File: src/rtl/apb_master_arbiter.sv
// Two-requester APB master with round-robin arbitration.
// One transfer is outstanding at a time. Each transfer walks IDLE -> SETUP -> ACCESS -> DONE.
// A wait-state counter aborts an ACCESS phase that the slave never completes.
module apb_master_arbiter #(
  parameter int unsigned ADDR_WIDTH = 4,
  parameter int unsigned DATA_WIDTH = 8,
  parameter int unsigned TIMEOUT    = 15
) (
  input  logic                    pclk,
  input  logic                    preset,
  input  logic [1:0]              req_valid,
  input  logic [1:0]              req_write,
  input  logic [2*ADDR_WIDTH-1:0] req_addr,
  input  logic [2*DATA_WIDTH-1:0] req_wdata,
  output logic [1:0]              req_ack,
  output logic [DATA_WIDTH-1:0]   resp_rdata,
  output logic                    resp_err,
  output logic                    psel,
  output logic                    penable,
  output logic                    pwrite,
  output logic [ADDR_WIDTH-1:0]   paddr,
  output logic [DATA_WIDTH-1:0]   pwdata,
  input  logic [DATA_WIDTH-1:0]   prdata,
  input  logic                    pready,
  input  logic                    pslverr
);

  localparam int unsigned CntW = (TIMEOUT < 1) ? 1 : $clog2(TIMEOUT + 1);
  localparam logic [CntW-1:0] CntMax = CntW'(TIMEOUT);

  typedef enum logic [1:0] {StIdle, StSetup, StAccess, StDone} state_e;

  state_e                  state_q, state_d;
  logic                    gnt_q, gnt_d;
  logic                    last_q, last_d;
  logic                    write_q, write_d;
  logic [ADDR_WIDTH-1:0]   addr_q, addr_d;
  logic [DATA_WIDTH-1:0]   wdata_q, wdata_d;
  logic [CntW-1:0]         cnt_q, cnt_d;
  logic [DATA_WIDTH-1:0]   rdata_q, rdata_d;
  logic                    err_q, err_d;
  logic                    pick;

  // On a tie the requester that was not granted last wins.
  assign pick = (req_valid == 2'b11) ? ~last_q : req_valid[1];

  // State and data registers; synchronous reset wins over everything.
  always_ff @(posedge pclk) begin
    if (preset) begin
      state_q <= StIdle;
      gnt_q   <= 1'b0;
      last_q  <= 1'b1;
      write_q <= 1'b0;
      addr_q  <= '0;
      wdata_q <= '0;
      cnt_q   <= '0;
      rdata_q <= '0;
      err_q   <= 1'b0;
    end else begin
      state_q <= state_d;
      gnt_q   <= gnt_d;
      last_q  <= last_d;
      write_q <= write_d;
      addr_q  <= addr_d;
      wdata_q <= wdata_d;
      cnt_q   <= cnt_d;
      rdata_q <= rdata_d;
      err_q   <= err_d;
    end
  end

  // Next-state logic: arbitration, request latching, wait counting and response capture.
  always_comb begin
    state_d = state_q;
    gnt_d   = gnt_q;
    last_d  = last_q;
    write_d = write_q;
    addr_d  = addr_q;
    wdata_d = wdata_q;
    cnt_d   = cnt_q;
    rdata_d = rdata_q;
    err_d   = err_q;
    unique case (state_q)
      StIdle: begin
        if (|req_valid) begin
          gnt_d   = pick;
          last_d  = pick;
          write_d = pick ? req_write[1] : req_write[0];
          addr_d  = pick ? req_addr[2*ADDR_WIDTH-1:ADDR_WIDTH] : req_addr[ADDR_WIDTH-1:0];
          wdata_d = pick ? req_wdata[2*DATA_WIDTH-1:DATA_WIDTH] : req_wdata[DATA_WIDTH-1:0];
          state_d = StSetup;
        end
      end
      StSetup: begin
        cnt_d   = '0;
        state_d = StAccess;
      end
      StAccess: begin
        if (pready) begin
          // Writes leave the last read data in place.
          if (!write_q) rdata_d = prdata;
          err_d   = pslverr;
          state_d = StDone;
        end else if (cnt_q == CntMax) begin
          err_d   = 1'b1;
          state_d = StDone;
        end else begin
          cnt_d = cnt_q + CntW'(1);
        end
      end
      StDone: begin
        state_d = StIdle;
      end
      default: begin
        state_d = StIdle;
      end
    endcase
  end

  // APB and response outputs decoded from the registered state.
  always_comb begin
    psel       = (state_q == StSetup) || (state_q == StAccess);
    penable    = (state_q == StAccess);
    pwrite     = write_q;
    paddr      = addr_q;
    pwdata     = wdata_q;
    resp_rdata = rdata_q;
    resp_err   = err_q;
    req_ack    = 2'b00;
    if (state_q == StDone) req_ack = gnt_q ? 2'b10 : 2'b01;
  end

endmodule

File: config.mk
export PLATFORM = sky130hd
export DESIGN_NAME = apb_master_arbiter
export DESIGN_NICKNAME = d
export VERILOG_FILES = /design/src/rtl/apb_master_arbiter.sv
export SDC_FILE = /design/constraint.sdc
export NUM_CORES = 1
export LEC_CHECK = 0
export BUFFER_PORTS_ARGS = -buffer_cell sky130_fd_sc_hd__clkbuf_2
export CELL_PAD_IN_SITES_DETAIL_PLACEMENT = 1
export CELL_PAD_IN_SITES_GLOBAL_PLACEMENT = 2
export CORE_MARGIN = 2
export CORE_UTILIZATION = 28
export DETAILED_ROUTE_END_ITERATION = 10
export GPL_ROUTABILITY_DRIVEN = 0
export GPL_TIMING_DRIVEN = 0
export PLACE_DENSITY = 0.84
export SLEW_MARGIN = 20
export SYNTH_ARGS = -nofsm -noshare
export SYNTH_HDL_FRONTEND = slang
export SYNTH_SLANG_ARGS = --single-unit
File: constraint.sdc
create_clock -name pclk -period 2.8 [get_ports pclk]
set_input_delay 0.56 -clock pclk [delete_from_list [all_inputs] [get_ports pclk]]
set_output_delay 0.56 -clock pclk [all_outputs]
set_load 0.03 [all_outputs]
Yosys cells after proc, flatten, opt, wreduce, memory -nomap -nowiden
Index checks and enable logic that the tools add are counted.
Widths: inputs -> output; s select.

word-level totals
  bits in registers = 30
  input port bits = 40
  output and inout bits = 26
  word-level logic and storage cells = 46

cells by class
  add/sub/neg operators = 1
  equality and inequality tests = 9
  multiplexer cells = 15
  bitwise operators = 2
  reduce and logical (&&, ||, !) cells = 10

operator list
  operator             count
  $mux 4               3
  $mux 2               5
  $mux 8               1
  $pmux 2 s4           1
  $pmux 4 s2           1
  $eq 2x2->1 const B   3
  $ne 2x2->1 const B   3
  $reduce_and 2->1     3
  $reduce_and 3->1     2
  $add 4x1->4 const B  1
  $eq 4x4->1 const B   1
  $mux 1               4
  $reduce_bool 2->1    2
  $ne 3x1->1 const B   1
  $eq 2x1->1 const B   1
  $logic_not 2->1      1
  $not 1->1            2
  $reduce_or 2->1      1
  $logic_or 1x1->1     1

Depth between registers and ports, before layout
  depth in word-level cells = 4
  depth in mapped cells = 7

Least setup slack after synthesis
No wires, ideal clock.

  kind = reg2reg
  start = register state_q[1]
  end = register cnt_q[0]
  arrival = 1.398 ns
  data required time = 2.668 ns
  path slack = 1.270 ns
  cell stages (with the launch flop) = 6
  buffers on the path = 0
  cell sequence = dfxtp_1 inv_1 ha_1 a21bo_2 o21ai_0 a21oi_1

between the ends
  cells in the longest elaborated chain, start to end = 3
  elaborated cells on any way between the ends = 7
  classes of those cells = eq/ne: 4; mux: 1; reduce/logical: 2

RTL lines
  what                                                              RTL line  RTL
  start: declaration                                                33        state_e state_q, state_d;
  start signal: assignment                                          50        state_q <= StIdle;
  start signal: assignment                                          60        state_q <= state_d;
  $eq 2x2->1 or $eq 2x1->1 (tied branches)                          83        unique case (state_q)
  $ne 2x2->1 (no source line) or $reduce_bool 2->1 (tied branches)  n/a
  $reduce_and 3->1 (no source line)                                 n/a
  end signal: assignment                                            66        cnt_q <= cnt_d;
  end: declaration                                                  39        logic [CntW-1:0] cnt_q, cnt_d;

Several ways; a longest one is shown, not always the timed one.
A chain may end at the register's enable or synchronous reset.

Worst setup path in the final report
  start = register state_q[1]
  end = output psel

between the ends
  cells in the longest elaborated chain, start to end = 2
  elaborated cells on any way between the ends = 3
  classes of those cells = eq/ne: 2; reduce/logical: 1

RTL lines
  what                                      RTL line  RTL
  $eq 2x1->1 or $eq 2x2->1 (tied branches)  122       psel = (state_q == StSetup) || (state_q == StAccess);
  $logic_or 1x1->1 *                        122
  end: declaration                          18        output logic psel,

Every way passes the cells marked *; elsewhere a longest branch is shown, timed or not.

==> results.txt <==
- Once the floorplan was initialized, standard cells occupied approximately 29% of the core.
- Across the run, the number of max-cap violations was 0.
- The worst hold path begins at gnt_q.
- CTS placed an instance of sky130_fd_sc_hd__clkbuf_8 at the clock tree root.
- DP Wirelength: roughly 2800 um
* Area enclosed by the die boundary: 5550 um2
- Post-CTS Hold Buffers: 0
- The layout has 593 filler cells.
- I/O Pins: 66
- Number of gates given a new drive strength after cts: 0
- Vias after detailed routing: 1296
- Worst Max-Slew Pin Slew: about 500 ps
- Static Leak: around 0.93 nW
* H-tree levels: 2
- The worst hold path belongs to the class reg2reg.
- From synthesis to final layout, the design area changed by 37.5%.
- After the first detailed-routing iteration, the DRC count stood at 43.
* Total iterations of the first detailed-routing run: 4
* Warnings from Yosys: 0
- Critical path data required time: roughly 2200 ps
- After clock tree synthesis, the clock-pin slew on the worst setup and hold paths is 60 ps.
- Setup TNS: 0 ps
- CP startpoint kind: flip-flop
- Total wire length: 3690 um
- Pin count of the biggest net entering global routing: 11
- Vias per cell: between 4 and 5
* Kind of end point of the critical path: output pin
- Cells with a size suffix above 1 make up 38.8% of the layout.
- For this design the ratio of total power to cell area is between 900 and 1000 nW/um2.
* Number of synthesized flops with an enable pin: 0
* Clock tree from TritonCTS: built
* Global-route total usage across every layer: 14.5%
- Leaving out fill and tap cells, the most frequent cell in the layout is sky130_fd_sc_hd__clkbuf_2.
- Buffer levels on the longest clock path: 2
- In this run the tool buffered the top-level ports with 65 buffer cells.
- Sequential cells were found to cover 43.2% of the synthesized design area.
- The tightest hold path in the finished design has a slack of slightly below 500 ps.
* RSZ-0062 raised after global routing: no
- Count of final max-slew check failures: 0
- The critical path is of the reg2out type.
- Of all flip-flops after synthesis, the portion carrying an async set or reset was 0%.
* Footprint of the multi-input gates: a little over 700 um2
* Total standard cell area after synthesis: approximately 1400 um2
- Averaged over all synthesized cells, the footprint is 9.80 um2.
- Commonest cells after routing, fill and taps aside: sky130_fd_sc_hd__clkbuf_2, sky130_fd_sc_hd__dfxtp_1, sky130_fd_sc_hd__mux2i_1, sky130_fd_sc_hd__nor2_1, sky130_fd_sc_hd__a211oi_1
- Overall die height: 74.5 um
- The startpoint identified for the worst register-to-register timing path is state_q[0].
- Cells after synthesis: 142
* Syn_nets: about 190
- Antenna viol nets, final: 0
- Global-route wire length before repair: 6040 um
- The count of final hold-check violations came to 0.
- The die is around 74 um wide.
- For this run, design rule violations remaining after detail routing come to 0.
- The netlist uses 32 different library cells.
- Delay contributed by the slowest stage of the critical path: about 430 ps
- On the final layout, the worst clock skew is slightly below 5 ps.
- Worst max-slew margin expressed relative to the limit: between 60% and 70%
* Share of the clock period used by the worst path after layout: a little under three quarters
- Worst IR drop on VDD: between 0.3 and 0.4 mV
- At the worst endpoint, the arrival time is 1430 ps.
- Number of setup violations in the final report: 0
* Total congestion overflow after global routing: 0
- Number of setup buffers added after CTS: 0
- Vias in the first global route: 1265
- Final Critical Period: around 2000 ps
- Worst skew pair latency: ~280 ps
- Cell family with most CP delay: adder cells
- Number of buffers added by the clock tree synthesis step: 5
* Synth Flop Type: sky130_fd_sc_hd__dfxtp_1
- Critical-path cell with the highest stage delay: sky130_fd_sc_hd__ha_1
- Based on the critical path, the design can be clocked at up to approximately 500 MHz.
- Dividing the detail-routed wire length by the instance count gives between 10 and 15 um.
* Diodes inserted: 0
- Sum of buffers and inverters on the critical path: 2
- Placement row count: 25
- Core footprint: around 4800 um2
- Area of all sequential standard cells: 601 um2
- Outcome: finished, final reports clean
- After synthesis the netlist holds a flip-flop and latch count of 30.
- Sink Count: 30
* Total placed cells including tap cells: 274
- The critical path goes through inv_1 -> ha_1 -> clkbuf_2.
- Max Fanout on Critical Path: 8
- The critical path starts at state_q[1].
- Count of nets after finishing: about 260
- The number of antenna violations at the first check in global routing came to 0.
- The finished layout holds roughly 280 standard cells, fillers aside.
==> flip-flops by register name, indices dropped and copies added, names as in the netlist <==
signal,cells
resp_rdata,8
paddr,4
resp_err,1
last_q,1
gnt_q,1
pwrite,1
cnt_q,4
state_q,2
pwdata,8
==> area by class of cell <==
class	count	share of cell area, %
clock buffer	6	4.32
timing repair buffer	65	17.0
tap	67	4.38
inverter	5	0.981
sequential	30	31.4
clock inverter	1	1.57
multi-input combinational	98	37.5
buffer	9	2.88
==> path summary, 6_finish.rpt <==
| path | slack [ps] | end | depth (start not counted) |
|---|---|---|---|
| worst max-delay path | 810 | psel | 3 |
| worst max register to register | 1200 | pwdata[6] | 7 |
| worst min register to register | 490 | gnt_q | 2 |
| worst min-delay path | 490 | gnt_q | 2 |
==> synth_stat cells, types with 2 or more instances <==
| master | instances | area share (%) |
|---|---|---|
| sky130_fd_sc_hd__buf_2 | 4 | 1.4 |
| sky130_fd_sc_hd__ha_1 | 5 | 4.5 |
| sky130_fd_sc_hd__a21oi_1 | 4 | 1.4 |
| sky130_fd_sc_hd__nand2b_1 | 2 | 0.90 |
| sky130_fd_sc_hd__nand2_1 | 3 | 0.81 |
| sky130_fd_sc_hd__nor2_1 | 21 | 5.7 |
| sky130_fd_sc_hd__nand4b_1 | 2 | 1.3 |
| sky130_fd_sc_hd__clkbuf_1 | 4 | 1.1 |
| sky130_fd_sc_hd__dfxtp_1 | 30 | 43 |
| sky130_fd_sc_hd__mux2i_1 | 21 | 15 |
| sky130_fd_sc_hd__nor2b_1 | 2 | 0.90 |
| sky130_fd_sc_hd__a31oi_1 | 3 | 1.3 |
| sky130_fd_sc_hd__a211oi_1 | 16 | 8.6 |
| sky130_fd_sc_hd__inv_1 | 5 | 1.3 |
| sky130_fd_sc_hd__o21ai_0 | 3 | 1.1 |
==> through the flow <==
| stage | utilization [%] | setup slack [ps] | power (mW) | instance area (um2) |
|---|---|---|---|---|
| floorplan | - | 1270 | 1.22 | 1390 |
| global placement | 37.9 | 1070 | 1.45 | 1800 |
| detailed placement | 37.9 | 1050 | 1.46 | 1800 |
| CTS | 40.2 | 787 | 1.91 | 1910 |
| global route | 40.2 | 693 | 2.03 | 1910 |
| finish | 40.2 | 812 | 1.89 | 1910 |
==> cells by family (layout without fill, tap and decap cells) <==
kind of cell / Yosys count / after routing / synth area share [%]
AND/OR/NAND/NOR: 37 / 37 / 13.0
buffers and inverters: 14 / 86 / 5.31
flip-flops: 30 / 30 / 43.2
multiplexers: 21 / 21 / 15.1
AO/OA/AOI/OAI: 35 / 35 / 19.0
adder cells (fa/ha/maj): 5 / 5 / 4.50
==> layer usage <==
layer	up-vias	global-route usage, %	wire length [um]
li1	654	-	-
met1	593	18.1	1690
met2	41	22.7	1700
met3	8	4.61	230
met4	0	7.14	78
met5	-	0	0
==> power breakdown <==
part / switching, mW / total, mW / internal, mW
registers: 0.0639 / 0.597 / 0.534
logic: 0.545 / 0.842 / 0.296
clock network: 0.163 / 0.447 / 0.284
==> worst register-to-register path: stages, from the launching register on <==
cell	delay, ps
sky130_fd_sc_hd__dfxtp_1	310
sky130_fd_sc_hd__inv_1	120
sky130_fd_sc_hd__ha_1	240
sky130_fd_sc_hd__o21a_1	140
sky130_fd_sc_hd__buf_2	190
sky130_fd_sc_hd__buf_2	250
sky130_fd_sc_hd__nor2_1	80
sky130_fd_sc_hd__a211oi_1	200
No activity file was read; power rests on OpenSTA's default activity.
